`src/rtl/mem_access_unit.sv`:
```
// Load/store unit between the core's LSU request and a doubleword memory port.
// Handles alignment faults, byte-lane steering, load extension and an ack timeout.
module mem_access_unit #(
    parameter int unsigned TIMEOUT = 255
) (
    input  logic        clk,
    input  logic        rstn,
    input  logic        ls_valid,
    input  logic        ls_we,
    input  logic [2:0]  ls_funct3,
    input  logic [63:0] ls_addr,
    input  logic [63:0] ls_wdata,
    output logic        ls_done,
    output logic [63:0] ls_rdata,
    output logic        ls_stall,
    output logic [1:0]  ls_fault,
    output logic        mem_req,
    output logic        mem_we,
    output logic [63:0] mem_addr,
    output logic [63:0] mem_wdata,
    output logic [7:0]  mem_wmask,
    input  logic        mem_ack,
    input  logic [63:0] mem_rdata
);

    localparam int unsigned CntW = (TIMEOUT > 1) ? $clog2(TIMEOUT + 1) : 1;

    typedef enum logic [1:0] {StIdle, StReq, StDone} state_e;

    state_e          state_q;
    logic [CntW-1:0] cnt_q;
    logic [CntW-1:0] cnt_d;
    logic            we_q;
    logic [2:0]      funct3_q;
    logic [2:0]      off_q;

    logic            misaligned;
    logic [7:0]      wmask_base;
    logic [7:0]      wmask_new;
    logic [63:0]     wdata_new;
    logic [63:0]     rdata_sh;
    logic [63:0]     load_ext;

    // Width comes from funct3[1:0] for both loads and stores; 111 is not a legal load.
    always_comb begin
        misaligned = 1'b0;
        wmask_base = 8'h01;
        case (ls_funct3[1:0])
            2'b00: begin
                misaligned = 1'b0;
                wmask_base = 8'h01;
            end
            2'b01: begin
                misaligned = ls_addr[0];
                wmask_base = 8'h03;
            end
            2'b10: begin
                misaligned = |ls_addr[1:0];
                wmask_base = 8'h0F;
            end
            default: begin
                misaligned = |ls_addr[2:0];
                wmask_base = 8'hFF;
            end
        endcase
        if (!ls_we && (ls_funct3 == 3'b111)) begin
            misaligned = 1'b1;
        end
        wmask_new = ls_we ? (wmask_base << ls_addr[2:0]) : 8'h00;
        wdata_new = ls_wdata << {ls_addr[2:0], 3'b000};
    end

    always_comb begin
        rdata_sh = mem_rdata >> {off_q, 3'b000};
        load_ext = 64'h0;
        case (funct3_q)
            3'b000:  load_ext = {{56{rdata_sh[7]}}, rdata_sh[7:0]};
            3'b001:  load_ext = {{48{rdata_sh[15]}}, rdata_sh[15:0]};
            3'b010:  load_ext = {{32{rdata_sh[31]}}, rdata_sh[31:0]};
            3'b011:  load_ext = rdata_sh;
            3'b100:  load_ext = {56'h0, rdata_sh[7:0]};
            3'b101:  load_ext = {48'h0, rdata_sh[15:0]};
            3'b110:  load_ext = {32'h0, rdata_sh[31:0]};
            default: load_ext = 64'h0;
        endcase
    end

    assign cnt_d    = cnt_q + 1'b1;
    assign ls_stall = ((state_q == StIdle) && ls_valid) || (state_q == StReq);

    always_ff @(posedge clk) begin
        if (!rstn) begin
            state_q   <= StIdle;
            cnt_q     <= '0;
            we_q      <= 1'b0;
            funct3_q  <= 3'b000;
            off_q     <= 3'b000;
            mem_req   <= 1'b0;
            mem_we    <= 1'b0;
            mem_addr  <= 64'h0;
            mem_wdata <= 64'h0;
            mem_wmask <= 8'h00;
            ls_done   <= 1'b0;
            ls_rdata  <= 64'h0;
            ls_fault  <= 2'b00;
        end else begin
            unique case (state_q)
                StIdle: begin
                    if (ls_valid) begin
                        if (misaligned) begin
                            state_q  <= StDone;
                            ls_done  <= 1'b1;
                            ls_fault <= 2'b01;
                            ls_rdata <= 64'h0;
                        end else begin
                            state_q   <= StReq;
                            cnt_q     <= '0;
                            we_q      <= ls_we;
                            funct3_q  <= ls_funct3;
                            off_q     <= ls_addr[2:0];
                            mem_req   <= 1'b1;
                            mem_we    <= ls_we;
                            mem_addr  <= {ls_addr[63:3], 3'b000};
                            mem_wdata <= wdata_new;
                            mem_wmask <= wmask_new;
                        end
                    end
                end
                StReq: begin
                    // An ack in the final counted cycle still completes cleanly.
                    if (mem_ack) begin
                        state_q  <= StDone;
                        mem_req  <= 1'b0;
                        ls_done  <= 1'b1;
                        ls_fault <= 2'b00;
                        ls_rdata <= we_q ? 64'h0 : load_ext;
                    end else if (cnt_d == CntW'(TIMEOUT)) begin
                        state_q  <= StDone;
                        cnt_q    <= cnt_d;
                        mem_req  <= 1'b0;
                        ls_done  <= 1'b1;
                        ls_fault <= 2'b10;
                        ls_rdata <= 64'h0;
                    end else begin
                        cnt_q <= cnt_d;
                    end
                end
                StDone: begin
                    state_q  <= StIdle;
                    ls_done  <= 1'b0;
                    ls_fault <= 2'b00;
                end
                default: begin
                    state_q <= StIdle;
                end
            endcase
        end
    end

endmodule

```
`config.mk`:
```
export PLATFORM = sky130hd
export DESIGN_NAME = mem_access_unit
export DESIGN_NICKNAME = d
export VERILOG_FILES = /design/src/rtl/mem_access_unit.sv
export SDC_FILE = /design/constraint.sdc
export NUM_CORES = 1
export LEC_CHECK = 0
export ABC_AREA = 1
export BUFFER_PORTS_ARGS = -buffer_cell sky130_fd_sc_hd__buf_2
export CORE_ASPECT_RATIO = 1.5
export CORE_MARGIN = 4
export CORE_UTILIZATION = 30
export CTS_CLUSTER_SIZE = 20
export DETAILED_ROUTE_END_ITERATION = 10
export PLACE_DENSITY = 0.61
export SETUP_SLACK_MARGIN = 0.5
export SLEW_MARGIN = 20
export SYNTH_ARGS = -nofsm -noshare
export SYNTH_HDL_FRONTEND = slang
export SYNTH_SLANG_ARGS = --single-unit
```
`constraint.sdc`:
```
create_clock -name clk -period 3 [get_ports clk]
set_clock_uncertainty 0.15 [all_clocks]
set_input_delay 0.6 -clock clk [delete_from_list [all_inputs] [get_ports clk]]
set_output_delay 0.6 -clock clk [all_outputs]
set_load 0.01 [all_outputs]
```
==> impl_metrics.py <==
metrics = {
    "yosys": {
        "synth-seq-area-share_pct": 35.6,
        "synth_area_leader_cell": "dfxtp_1",
        "yosys-top-cells-count": "532 x nand2_1, 344 x nor2_1, 240 x o21ai_0",
        "netlist_top_cells_area": "dfxtp_1 36%, nand2_1 16%, nor2_1 11%, o21ai_0 9.8%, nand3_1 4.8%",
        "ys_seq_elements": 218,
        "yosys.area.top_type_share_pct": 35.6,
        "syn_area_mm2": 0.0123,
        "synth_flop_cell": "dfxtp_1",
        "synth_edf_count": 0,
        "syn_inst": 1996,
        "async_reset_ff_share_pct": 0,
        "ys_types": 44,
        "yosys_warnings": 0,
        "synth.most_common_cell": "nand2_1",
        "synth_area_per_cell_um2": 6.14,
    },
    "global_route": {
        "antenna_found_initial": 1,
        "grt-ovfl-total": 0,
        "grtUsageTotal_pct": 21.5,
        "grt_pass1_wl_um": 77100,
        "grt_max_degree": 133,
        "grt_pass1_vias": 13600,
    },
    "critical_path": {
        "path_cells": "inv_1 > ha_2 > inv_1 > o21ai_2 > buf_2",
        "critical_path_class": "reg2out",
        "cp_common_cell": "inv_1",
        "arrival_ns": 1.68,
        "worstSetupStartpoint": "state_q[1]",
        "cp_slowest_stage_delay_ns": 0.33,
        "cp_max_fo": 4,
        "start_kind": "register",
        "worstReg2RegStart": "state_q[1]",
        "critPathCaptureType": "output port",
        "critical_path_required_ns": 2.25,
        "crit_slowest_cell": "dfxtp_1",
    },
    "routing": {
        "route.detailed.drc": 0,
        "ant_nets": 0,
        "first_pass_iters": 6,
        "num_vias": 14200,
        "viasPerCell": 5.00,
        "first_iter_violations": 1037,
        "routedWlPerCell_um": 17.7,
        "wirelength_um": 50300,
    },
    "clock_network": {
        "clk_latency_ns": 0.53,
        "cts_tree": "built",
        "cts.sinks": 218,
        "root_buffer": "clkbuf_16",
        "clkTransAtPathRegs_ns": 0.06,
        "cts.path.max_buffers": 3,
        "cts_max_level": 1,
        "cts_buffers": 25,
    },
    "floorplanning": {
        "start_util_pct": 30.4,
        "coreArea_mm2": 0.0403,
        "die_w_um": 173,
        "die_area_mm2": 0.0442,
        "rows": 90,
        "boundaryPins": 406,
        "die_h_um": 256,
    },
    "outcome": {
        "outcome": "complete, no violations",
    },
    "place": {
        "port_buffers": 402,
        "place_hpwl_um": 37400,
        "gp_congestion": 0.908,
    },
    "run": {
        "cap_violations": 0,
    },
    "sta": {
        "slew_viol_final": 0,
        "rsz0062_at_grt": "true",
        "max_freq_mhz": 412,
        "fin_crit_sh_pct": 80.9,
        "whs_ns": 0.128,
        "min_period_ns": 2.43,
        "setup_tns_ns": 0,
        "setup_viol": 0,
        "max-slew-margin-rel_pct": 39.8,
        "worst_pin_slew_ns": 0.897,
        "hold_viol_final": 0,
    },
    "final_layout": {
        "areaGrowthSynthToFinish_pct": 26.4,
        "fillerInstances": 4408,
        "nNetsFinal": 2526,
        "seqCellArea_mm2": 0.00437,
        "final_util_pct": 38.4,
        "multiInputGateArea_mm2": 0.00666,
        "drive_above_1_share_pct": 22.3,
    },
    "power_and_ir_drop": {
        "p_leak_nw": 7.79,
        "p_total_w": 0.00921,
        "ir_drop_mv": 0.413,
        "powerDensity_mw_per_mm2": 594,
    },
    "worst_hold_path": {
        "hold_path.class": "in2reg",
        "hold_path.startpoint": "ls_addr[47]",
    },
}
==> stage by stage <==
step / cell area (µm²) / std cells / setup slack [ns]
after CTS: 15400 / 2838 / 0.503
after global routing: 15500 / 2844 / 0.488
after global placement: 14600 / 2794 / 0.326
after floorplan: 12300 / 1998 / 0.791
after detailed placement: 14600 / 2794 / 0.229
final: 15500 / 2844 / 0.573
==> cells in the final DEF, fill, tap and decap left out, types with 2 or more instances in the layout <==
cell type	count
nor2_2	4
ha_1	5
clkbuf_16	25
o211ai_1	12
inv_2	3
buf_2	401
nand2_1	531
nor2_1	342
nor3_1	8
a31oi_1	20
buf_12	6
o21a_1	3
dfxtp_1	217
clkbuf_8	6
a311oi_1	2
xor2_1	2
o211a_1	2
o31ai_1	3
nand2_4	2
a21oi_2	8
clkinvlp_2	2
o21ai_0	239
a211oi_1	3
inv_1	152
a21oi_1	101
nor2_4	2
inv_4	3
clkbuf_1	3
conb_1	3
clkinvlp_4	2
nand4_1	29
nand3_4	2
mux2i_1	14
buf_6	4
clkinv_2	6
buf_4	30
nand2_2	4
nand3_1	118
==> critical path, delay by kind of cell (launching register included) <==
kind	cells	cell delay (ns)
AOI/OAI and AO/OA	1	0.21
adders and majority gates	1	0.23
DFF	1	0.33
buffers and inverters	3	0.38
==> per-layer routing <==
layer	track usage (%)	vias up	wire (µm)
li1	-	7035	-
met3	3.69	122	3390
met1	23.6	6478	18300
met5	0	-	0
met2	39.6	598	25900
met4	10.8	0	2720
==> state kept, by name, summed over array words and instances (netlist names), 3 cells and up <==
name       flops
ls_rdata      64
mem_wmask      8
cnt_q          8
mem_addr      61
mem_wdata     64
funct3_q       3
off_q          3
==> where the power goes <==
part | total, W | internal (W) | switching, W | leakage, nW
logic | 0.00274 | 0.000933 | 0.00181 | 5.60
clock network | 0.00306 | 0.00176 | 0.00130 | 0.401
registers | 0.00340 | 0.00322 | 0.000177 | 1.79
total | 0.00921 | 0.00592 | 0.00329 | 7.79
==> path summary, 6_finish.rpt <==
check / end / slack (ns) / cells after the start
worst max-delay path: ls_stall / 0.57 / 5
worst min-delay path: mem_addr[47] / 0.13 / 3
worst max register to register: ls_rdata[59] / 0.64 / 9
worst min register to register: ls_done / 0.31 / 2
==> cell type report <==
cell class	count	share of cell area (%)
Multi-Input combinational cell	1471	43.0
Clock buffer	34	4.64
Timing Repair inverter	2	0.0646
Tap cell	506	4.09
Antenna cell	1	0.0161
Sequential cell	218	28.2
Clock inverter	10	0.549
Inverter	160	3.95
Timing Repair Buffer	442	15.5
==> cells by family after synthesis <==
| logic type | after synthesis | synth area share (%) |
|---|---|---|
| compound gates | 399 | 17.4 |
| flops | 218 | 35.6 |
| other cells | 1 | 0.0306 |
| mux | 14 | 1.14 |
| simple gates | 1046 | 34.6 |
| buf+inv | 309 | 10.4 |
| fa+ha+maj | 6 | 0.612 |
| xor+xnor | 3 | 0.214 |
==> repair_timing <==
action                                  CTS  global route
cloned                                    0             3
resized for setup                         2            18
hold endpoints to repair                  0             0
setup buffers                             0             2
endpoints found under the setup margin    1            55
hold buffers                              0             0
pin swaps                                 1             1
(Power assumes the default switching activity.)
